$ cat config.mk
export PLATFORM = sky130hd
export DESIGN_NAME = instruction_fetch_flat
export DESIGN_NICKNAME = d
export VERILOG_FILES = /design/src/rtl/risc_pkg.sv /design/src/rtl/instruction_fetch_if.sv /design/src/rtl/instruction_fetch_pc_counter.sv /design/src/rtl/instruction_fetch.sv /design/src/flat_wrapper.sv
export SDC_FILE = /design/constraint.sdc
export NUM_CORES = 1
export LEC_CHECK = 0
export BUFFER_PORTS_ARGS = -buffer_cell sky130_fd_sc_hd__buf_2
export CAP_MARGIN = 20
export CORE_AREA = 2 2 77 79
export DETAILED_ROUTE_END_ITERATION = 10
export DIE_AREA = 0 0 79 81
export GPL_TIMING_DRIVEN = 1
export PLACE_DENSITY = 0.66
export RECOVER_POWER = 50
export SLEW_MARGIN = 40
export SYNTH_ARGS = -nofsm -noshare
export SYNTH_HDL_FRONTEND = slang
export SYNTH_SLANG_ARGS = --single-unit
$ cat constraint.sdc
create_clock -name clk -period 1.9 [get_ports clk]
set_input_delay 0.19 -clock clk [delete_from_list [all_inputs] [get_ports clk]]
set_output_delay 0.19 -clock clk [all_outputs]
set_load 0.02 [all_outputs]
$ cat src/rtl/risc_pkg.sv
// Shared widths, instruction field positions and fetch FSM state encoding
// for the instruction fetch slice.
package risc_pkg;

    localparam int OPCODE_W = 3;
    localparam int REG_W    = 3;
    localparam int IMM_W    = 7;
    localparam int INSTR_W  = 16;
    localparam int ADDR_W   = 8;

    // Least-significant bit of each field inside the instruction register
    localparam int OPC_LSB = 13;
    localparam int RS_LSB  = 10;
    localparam int RT_LSB  = 7;
    localparam int RD_LSB  = 4;
    localparam int IMM_LSB = 0;

    typedef enum logic [1:0] {
        IDLE  = 2'd0,
        FETCH = 2'd1,
        FLUSH = 2'd2,
        ISSUE = 2'd3
    } fetch_state_t;

endpackage

$ cat src/rtl/instruction_fetch_if.sv
// Instruction-memory read port: request/address out, ack/data back.
interface instruction_fetch_if #(
    parameter int ADDR_W  = 8,
    parameter int INSTR_W = 16
);
    logic               IMemReq;
    logic [ADDR_W-1:0]  IMemAddr;
    logic               IMemAck;
    logic [INSTR_W-1:0] IMemData;

    modport master (
        output IMemReq,
        output IMemAddr,
        input  IMemAck,
        input  IMemData
    );

    modport slave (
        input  IMemReq,
        input  IMemAddr,
        output IMemAck,
        output IMemData
    );
endinterface

$ cat src/rtl/instruction_fetch_pc_counter.sv
// Program counter: redirect load has priority over sequential increment;
// the increment wraps silently at 2^ADDR_W.
module pc_counter #(
    parameter int ADDR_W = 8
) (
    input  logic              clk,
    input  logic              rst_n,
    input  logic              i_load,
    input  logic              i_inc,
    input  logic [ADDR_W-1:0] i_target,
    output logic [ADDR_W-1:0] o_pc,
    output logic [ADDR_W-1:0] o_pc_plus1
);

    logic [ADDR_W-1:0] r_pc;
    logic [ADDR_W-1:0] w_pc_plus1;

    assign w_pc_plus1 = r_pc + ADDR_W'(1);

    always_ff @(posedge clk) begin
        if (!rst_n) begin
            r_pc <= '0;
        end else if (i_load) begin
            r_pc <= i_target;
        end else if (i_inc) begin
            r_pc <= w_pc_plus1;
        end
    end

    assign o_pc       = r_pc;
    assign o_pc_plus1 = w_pc_plus1;

endmodule

$ cat src/rtl/instruction_fetch.sv
// Fetch FSM and instruction register; decoded fields come straight from IR.
//   state | meaning
//   IDLE  | one cycle after reset, launches the first request at PC
//   FETCH | request at IMemAddr held until ack; ack loads IR
//   FLUSH | redirected while a request was open; drain it, discard data
//   ISSUE | IR is live on the outputs; advance, redirect or hold on stall
module instruction_fetch
    import risc_pkg::*;
#(
    parameter int ADDR_W  = 8,
    parameter int INSTR_W = 16
) (
    input  logic                      clk,
    input  logic                      rst_n,
    instruction_fetch_if.master       imem,
    input  logic                      Stall,
    input  logic                      Branch,
    input  logic [ADDR_W-1:0]         BranchTarget,
    output logic                      InstrValid,
    output logic [OPCODE_W-1:0]       OpCode,
    output logic [REG_W-1:0]          Rs,
    output logic [REG_W-1:0]          Rt,
    output logic [REG_W-1:0]          Rd,
    output logic [IMM_W-1:0]          Imm,
    output logic [INSTR_W-1:0]        ImmExt,
    output logic [ADDR_W-1:0]         PC,
    output logic [ADDR_W-1:0]         PCPlus1
);

    fetch_state_t       r_state;
    logic [INSTR_W-1:0] r_ir;
    logic               r_req;
    logic [ADDR_W-1:0]  r_addr;
    logic               r_valid;

    logic               w_pc_load;
    logic               w_pc_inc;
    logic [ADDR_W-1:0]  w_pc;
    logic [ADDR_W-1:0]  w_pc_plus1;

    // Redirects are taken in every state but IDLE; increment only on a free issue
    assign w_pc_load = Branch && (r_state != IDLE);
    assign w_pc_inc  = (r_state == ISSUE) && !Branch && !Stall;

    pc_counter #(
        .ADDR_W (ADDR_W)
    ) u_pc_counter (
        .clk        (clk),
        .rst_n      (rst_n),
        .i_load     (w_pc_load),
        .i_inc      (w_pc_inc),
        .i_target   (BranchTarget),
        .o_pc       (w_pc),
        .o_pc_plus1 (w_pc_plus1)
    );

    always_ff @(posedge clk) begin
        if (!rst_n) begin
            r_state <= IDLE;
            r_ir    <= '0;
            r_req   <= 1'b0;
            r_addr  <= '0;
            r_valid <= 1'b0;
        end else begin
            case (r_state)
                IDLE: begin
                    r_state <= FETCH;
                    r_req   <= 1'b1;
                    r_addr  <= w_pc;
                end
                FETCH: begin
                    if (Branch) begin
                        // Open request must finish at its original address
                        if (imem.IMemAck) begin
                            r_state <= FETCH;
                            r_addr  <= BranchTarget;
                        end else begin
                            r_state <= FLUSH;
                        end
                    end else if (imem.IMemAck) begin
                        r_ir    <= imem.IMemData;
                        r_req   <= 1'b0;
                        r_valid <= 1'b1;
                        r_state <= ISSUE;
                    end
                end
                FLUSH: begin
                    if (imem.IMemAck) begin
                        r_state <= FETCH;
                        r_addr  <= Branch ? BranchTarget : w_pc;
                    end
                end
                ISSUE: begin
                    if (Branch) begin
                        r_valid <= 1'b0;
                        r_req   <= 1'b1;
                        r_addr  <= BranchTarget;
                        r_state <= FETCH;
                    end else if (!Stall) begin
                        r_valid <= 1'b0;
                        r_req   <= 1'b1;
                        r_addr  <= w_pc_plus1;
                        r_state <= FETCH;
                    end
                end
                default: begin
                    r_state <= IDLE;
                    r_req   <= 1'b0;
                    r_valid <= 1'b0;
                end
            endcase
        end
    end

    assign imem.IMemReq  = r_req;
    assign imem.IMemAddr = r_addr;

    assign InstrValid = r_valid;
    assign OpCode     = r_ir[OPC_LSB +: OPCODE_W];
    assign Rs         = r_ir[RS_LSB +: REG_W];
    assign Rt         = r_ir[RT_LSB +: REG_W];
    assign Rd         = r_ir[RD_LSB +: REG_W];
    assign Imm        = r_ir[IMM_LSB +: IMM_W];
    assign ImmExt     = {{(INSTR_W-IMM_W){r_ir[IMM_LSB+IMM_W-1]}}, r_ir[IMM_LSB +: IMM_W]};
    assign PC         = w_pc;
    assign PCPlus1    = w_pc_plus1;

endmodule

$ cat src/flat_wrapper.sv
// flat-port wrapper written by rule: the top's interface ports become plain ports
module instruction_fetch_flat import risc_pkg::*;
#(
    parameter int ADDR_W  = 8,
    parameter int INSTR_W = 16
)
  (clk, rst_n, Stall, Branch, BranchTarget, InstrValid, OpCode, Rs, Rt, Rd, Imm, ImmExt, PC, PCPlus1, imem_IMemReq, imem_IMemAddr, imem_IMemAck, imem_IMemData);
  instruction_fetch_if #(.ADDR_W(ADDR_W), .INSTR_W(INSTR_W)) imem_i ();
  input  logic clk;
  input  logic rst_n;
  input  logic Stall;
  input  logic Branch;
  input  logic [ADDR_W-1:0] BranchTarget;
  output logic InstrValid;
  output logic [OPCODE_W-1:0] OpCode;
  output logic [REG_W-1:0] Rs;
  output logic [REG_W-1:0] Rt;
  output logic [REG_W-1:0] Rd;
  output logic [IMM_W-1:0] Imm;
  output logic [INSTR_W-1:0] ImmExt;
  output logic [ADDR_W-1:0] PC;
  output logic [ADDR_W-1:0] PCPlus1;
  output wire logic [$bits(imem_i.IMemReq)-1:0] imem_IMemReq;
  output wire logic [$bits(imem_i.IMemAddr)-1:0] imem_IMemAddr;
  input wire logic [$bits(imem_i.IMemAck)-1:0] imem_IMemAck;
  input wire logic [$bits(imem_i.IMemData)-1:0] imem_IMemData;
  assign imem_IMemReq = imem_i.IMemReq;
  assign imem_IMemAddr = imem_i.IMemAddr;
  assign imem_i.IMemAck = imem_IMemAck;
  assign imem_i.IMemData = imem_IMemData;
  instruction_fetch #(.ADDR_W(ADDR_W), .INSTR_W(INSTR_W)) u_core (.clk(clk), .rst_n(rst_n), .imem(imem_i), .Stall(Stall), .Branch(Branch), .BranchTarget(BranchTarget), .InstrValid(InstrValid), .OpCode(OpCode), .Rs(Rs), .Rt(Rt), .Rd(Rd), .Imm(Imm), .ImmExt(ImmExt), .PC(PC), .PCPlus1(PCPlus1));
endmodule
-- After elaboration in Yosys (flattened, before gate mapping)
Index checks and enable logic that the tools add are counted.
- word-level logic and storage cells: 58
- bits of input ports: 29
- bits in registers: 36
- output and inout port bits: 61
- bitwise logic cells: 1
- multiplexer cells: 26
- add/subtract/negate cells: 1
- reductions and logical operators: 15
- equality and inequality tests: 9
- operators with widths (cell ; number):
    8-bit two-way mux ; 8
    8-bit one-hot mux with 4 select lines ; 1
    2-bit two-way mux ; 6
    4-bit AND reduction ; 3
    8-bit by 1-bit adder with 8-bit output (second input constant) ; 1
    1-bit two-way mux ; 8
    2-bit != test (second input constant) ; 4
    2-bit one-hot mux with 4 select lines ; 1
    3-bit != test (second input constant) ; 2
    3-bit AND reduction ; 2
    2-bit nonzero test ; 3
    2-bit equality test (second input constant) ; 2
    1-bit logical AND ; 3
    1-bit one-hot mux with 3 select lines ; 1
    3-bit nonzero test ; 1
    2-bit by 1-bit equality test with 1-bit output (second input constant) ; 1
    1-bit zero test ; 2
    2-bit zero test ; 1
    1-bit one-hot mux with 2 select lines ; 1
    1-bit NOT ; 1

-- Longest topological paths before layout
- depth after elaboration: 5
- depth in mapped cells: 7

-- Cells and area by module
From an unflattened synthesis, not the netlist that was laid out.
- cell total of the unflattened synthesis: 243
- area, all modules: 2080.7 um2
- modules (own cells, without submodules) (module ; times used ; cells an instance ; area each (um2)):
    instruction_fetch ; 1 ; 177 ; 1554.0
    pc_counter ; 1 ; 66 ; 526.8

-- Worst setup path before layout
No wires, ideal clock.
- kind: register to output
- start point: register u_core.u_pc_counter.r_pc[1], in the netlist u_core.u_pc_counter.o_pc[1]
- end point: output port PCPlus1[6]
- data required time: 1710 ps
- cell stages (with the launch flop): 5
- path buffers: 0
- data arrival time: 1522 ps
- slack: 188 ps
- cells stage by stage: dfxtp_1 ha_1 nand3_1 o21a_1 or2_1
- cells in the longest elaborated chain, start to end: 1
- RTL lines (element ; RTL line ; text):
    start, declared ; instruction_fetch_pc_counter.sv:15 ; logic [ADDR_W-1:0] r_pc;
    start signal, assigned ; instruction_fetch_pc_counter.sv:24 ; r_pc <= i_target;
    start signal, assigned ; instruction_fetch_pc_counter.sv:26 ; r_pc <= w_pc_plus1;
    8-bit by 1-bit adder with 8-bit output ; instruction_fetch_pc_counter.sv:18 ; assign w_pc_plus1 = r_pc + ADDR_W'(1);
    end, declared ; flat_wrapper.sv:22 ; output logic [ADDR_W-1:0] PCPlus1;
Every way passes these cells.

-- Worst setup path in the final report
- start point: register u_core.u_pc_counter.r_pc[2], in the netlist u_core.u_pc_counter.o_pc[2]
- end point: output port PCPlus1[7]
Same word-level chain as after synthesis.

==> results.yml <==
layout:
  n_antenna_cell: 0
  drive_above_1_share_pct: 25.07
  nFillCells: 630
  layout.nets: 380
  layoutNonFillerInstCount: 426
  area_growth_pct: 19.71
  final_cell_area_um2: 2599
die:
  die_h_um: 81
  ios: 90
  rows: 28
  chipWidth_um: 79
  start_util_pct: 38.25
  core_area_um2: 5675
  fp.dieArea_um2: 6399
clock_tree:
  cts_tree: "built"
  numCtsBuffers: 5
  clkTransAtPathRegs_ns: 0.07
  htree_levels: 2
  clkSinkCount: 36
  max-clock-path-buffers: 2
  cts_root_buffer: "clkbuf_8"
  insertion_delay_ns: 0.29
place:
  io_buffers: 89
  dpl.hpwl_um: 4184
  pre_cts_ws_ns: 0.2978
  gp_congestion: 0.8654
  placed_area_um2: 2536
  dpl.cell_count: 418
pwr:
  peakVddDrop_v: 0.0003552
  powerDensity_nw_per_um2: 713.2
  p_leak_nw: 1.063
critical_path:
  cp_cell_sequence: "nand4_1 -> or3_1 -> nand2_1 -> buf_2"
  slowest_stage: "dfxtp_2"
  crit_fanout: 14
  setup.worst_path.start_class: "flip-flop"
  endpoint_kind: "primary output"
  slowest_delay_ns: 0.46
  worstPathRequired_ns: 1.71
  crit_type: "reg2out"
  cp.arrival_ns: 1.62
timing:
  finalHoldViolCount: 0
  max_freq_mhz: 552.2
  setup_viol: 0
  drv_slew: 0
  final.min_clock_period_ns: 1.811
  post-route-period-util_pct: 95.30
  slew_headroom_pct: 59.41
  fin_setup_tns_ns: 0
  worstMarginPinSlew_ns: 0.6089
  skew_ns: 0.006009
  setup_slack_ns: 0.08921
synth:
  ys_types: 54
  netlist_area_um2: 2171
  synthesis.nets: 314
  synth_seq_cells: 36
  syn_inst: 284
  synth_area_per_cell_um2: 7.644
  yosys_warnings: 0
  synth_edf_count: 0
  seq_area_frac_synth_pct: 33.20
  synth_flop_cell: "dfxtp_1"
  async_flop_share_pct: 0
drt:
  routed_wirelength_um: 5744
  dr.pass1.iters: 4
  detail_route.wl_per_cell_um: 13.48
  drt_iter0_drc: 127
  ant_nets: 0
  viasPerCell: 5.242
  drc_errors: 0
  vias: 2233
grt:
  antenna_found_initial: 0
  grt.overflow.total: 0
  grtUsageTotal_pct: 17.64
  grt_pass1_wl_um: 9045
  grt_pass1_vias: 1846
  grt_max_degree: 32
flow_run:
  cap_violations: 0
run_status:
  status: "complete, no violations"
min_path:
  hold_class: "in2reg"
-- layout by cell type, fill, tap and decap left out, types with 3 or more instances in the layout --
| master | n |
|---|---|
| dfxtp_1 | 31 |
| buf_4 | 11 |
| a22oi_1 | 5 |
| a21oi_1 | 37 |
| clkbuf_8 | 6 |
| clkbuf_1 | 33 |
| o21ai_1 | 9 |
| o21ai_0 | 6 |
| nand3_1 | 8 |
| nor4_1 | 3 |
| nand2_1 | 44 |
| nand2b_1 | 3 |
| dfxtp_2 | 5 |
| or2_1 | 3 |
| nor2b_1 | 3 |
| nand4_1 | 5 |
| a311oi_1 | 3 |
| o211ai_1 | 5 |
| buf_2 | 56 |
| nor3_1 | 4 |
| inv_1 | 5 |
| nor2_1 | 10 |
| o21a_1 | 5 |
-- registers in the layout, summed over array words and instances (netlist names) --
| name | cells |
|---|---|
| u_core.InstrValid | 1 |
| u_core.imem.IMemAddr | 8 |
| u_core.imem.IMemReq | 1 |
| u_core.r_ir | 16 |
| u_core.r_state | 2 |
| u_core.u_pc_counter.o_pc | 8 |
-- power breakdown --
part / internal [mW] / switching (mW) / leakage, nW
Combinational: 0.162 / 0.272 / 0.715
Sequential: 0.802 / 0.0483 / 0.296
Clock: 0.289 / 0.279 / 0.0510
Total: 1.25 / 0.599 / 1.06
-- Yosys cell counts (all sizes together) (2+ instances only) --
| cell | instances | share of area (%) |
|---|---|---|
| nor2b | 4 | 1.3 |
| clkbuf | 5 | 0.86 |
| inv | 7 | 1.2 |
| and4 | 2 | 0.81 |
| a22oi | 5 | 1.7 |
| nand3 | 9 | 2.1 |
| o21a | 5 | 1.7 |
| nand3b | 2 | 0.69 |
| a21boi | 3 | 1.0 |
| a21oi | 38 | 8.9 |
| xnor2 | 2 | 0.81 |
| nand4 | 5 | 1.4 |
| nand2b | 3 | 0.86 |
| or3b | 2 | 0.81 |
| nor3 | 4 | 0.92 |
| mux2i | 2 | 0.92 |
| a311oi | 3 | 1.2 |
| mux2 | 2 | 1.0 |
| and2 | 2 | 0.58 |
| o22ai | 2 | 0.58 |
| o211ai | 5 | 1.7 |
| o221a | 2 | 1.0 |
| a32oi | 2 | 0.81 |
| xor2 | 2 | 0.81 |
| o21ai | 16 | 3.9 |
| nor4 | 3 | 0.86 |
| a21o | 2 | 0.69 |
| or2 | 3 | 0.86 |
| nor2 | 11 | 2.0 |
| a31oi | 2 | 0.58 |
| dfxtp | 36 | 33 |
| buf | 36 | 11 |
| o2bb2ai | 2 | 0.81 |
| nand2 | 44 | 7.6 |
-- critical path: cells and delay by family (launching register included) --
kind	cells	cell delay (ns)
AND/OR/NAND/NOR	3	0.71
flip-flops	1	0.46
buffers and inverters	1	0.17
-- timing repair --
item | 4_1_cts | 5_1_grt
endpoints found under the setup margin | 2 | 3
cloned | 0 | 0
pin swaps | 0 | 0
setup buffers | 0 | 0
gates resized for setup | 2 | 4
hold buffers | 0 | 0
-- layout make-up --
| class | instances | area (um^2) | share of cell area (%) |
|---|---|---|---|
| sequential | 36 | 726.9 | 27.97 |
| clock buffer | 6 | 82.58 | 3.178 |
| tap | 75 | 93.84 | 3.611 |
| inverter | 7 | 26.28 | 1.011 |
| clock inverter | 2 | 10.01 | 0.3852 |
| multi-input combinational | 200 | 1172 | 45.11 |
| timing repair buffer | 100 | 486.7 | 18.73 |
-- logic make-up after synthesis --
group / count (synthesis) / share of synthesized area (%)
and+or+nand+nor: 101 / 23.69
adders and majority gates: 1 / 0.5763
buffers and inverters: 48 / 13.03
muxes: 4 / 1.960
DFF: 36 / 33.20
xor gates and xnor gates: 4 / 1.614
AOI/OAI and AO/OA: 90 / 25.94
-- layer usage --
layer | up-vias | global-route usage [%] | routed length (um)
li1 | 1123 | - | -
met1 | 1011 | 23.04 | 2483
met2 | 93 | 29.75 | 2753
met3 | 6 | 3.444 | 450
met4 | 0 | 5.000 | 57
met5 | - | 0 | 0
-- per-stage QoR --
step                      util [%]  total power [mW]  hold slack [ns]
after floorplan                  -             1.174           0.3075
after global placement       44.69             1.306           0.4336
after detailed placement     44.69             1.308           0.4375
after CTS                    46.43             1.890           0.1252
after global routing         45.79             1.964           0.1306
final                        45.79             1.854           0.1317
-- worst paths after layout --
kind / slack [ns] / from / endpoint / depth (start not counted)
max reg2reg: 0.26 / u_core.r_state[1]$_SDFFE_PN0P_ / u_core.u_pc_counter.o_pc[6]$_SDFFE_PN0P_ / 4
max: 0.09 / u_core.u_pc_counter.o_pc[2]$_SDFFE_PN0P_ / PCPlus1[7] / 4
min reg2reg: 0.46 / u_core.r_ir[12]$_SDFFE_PN0P_ / u_core.r_ir[12]$_SDFFE_PN0P_ / 2
min: 0.13 / imem_IMemData[14] / u_core.r_ir[14]$_SDFFE_PN0P_ / 3
(Power assumes the default switching activity.)
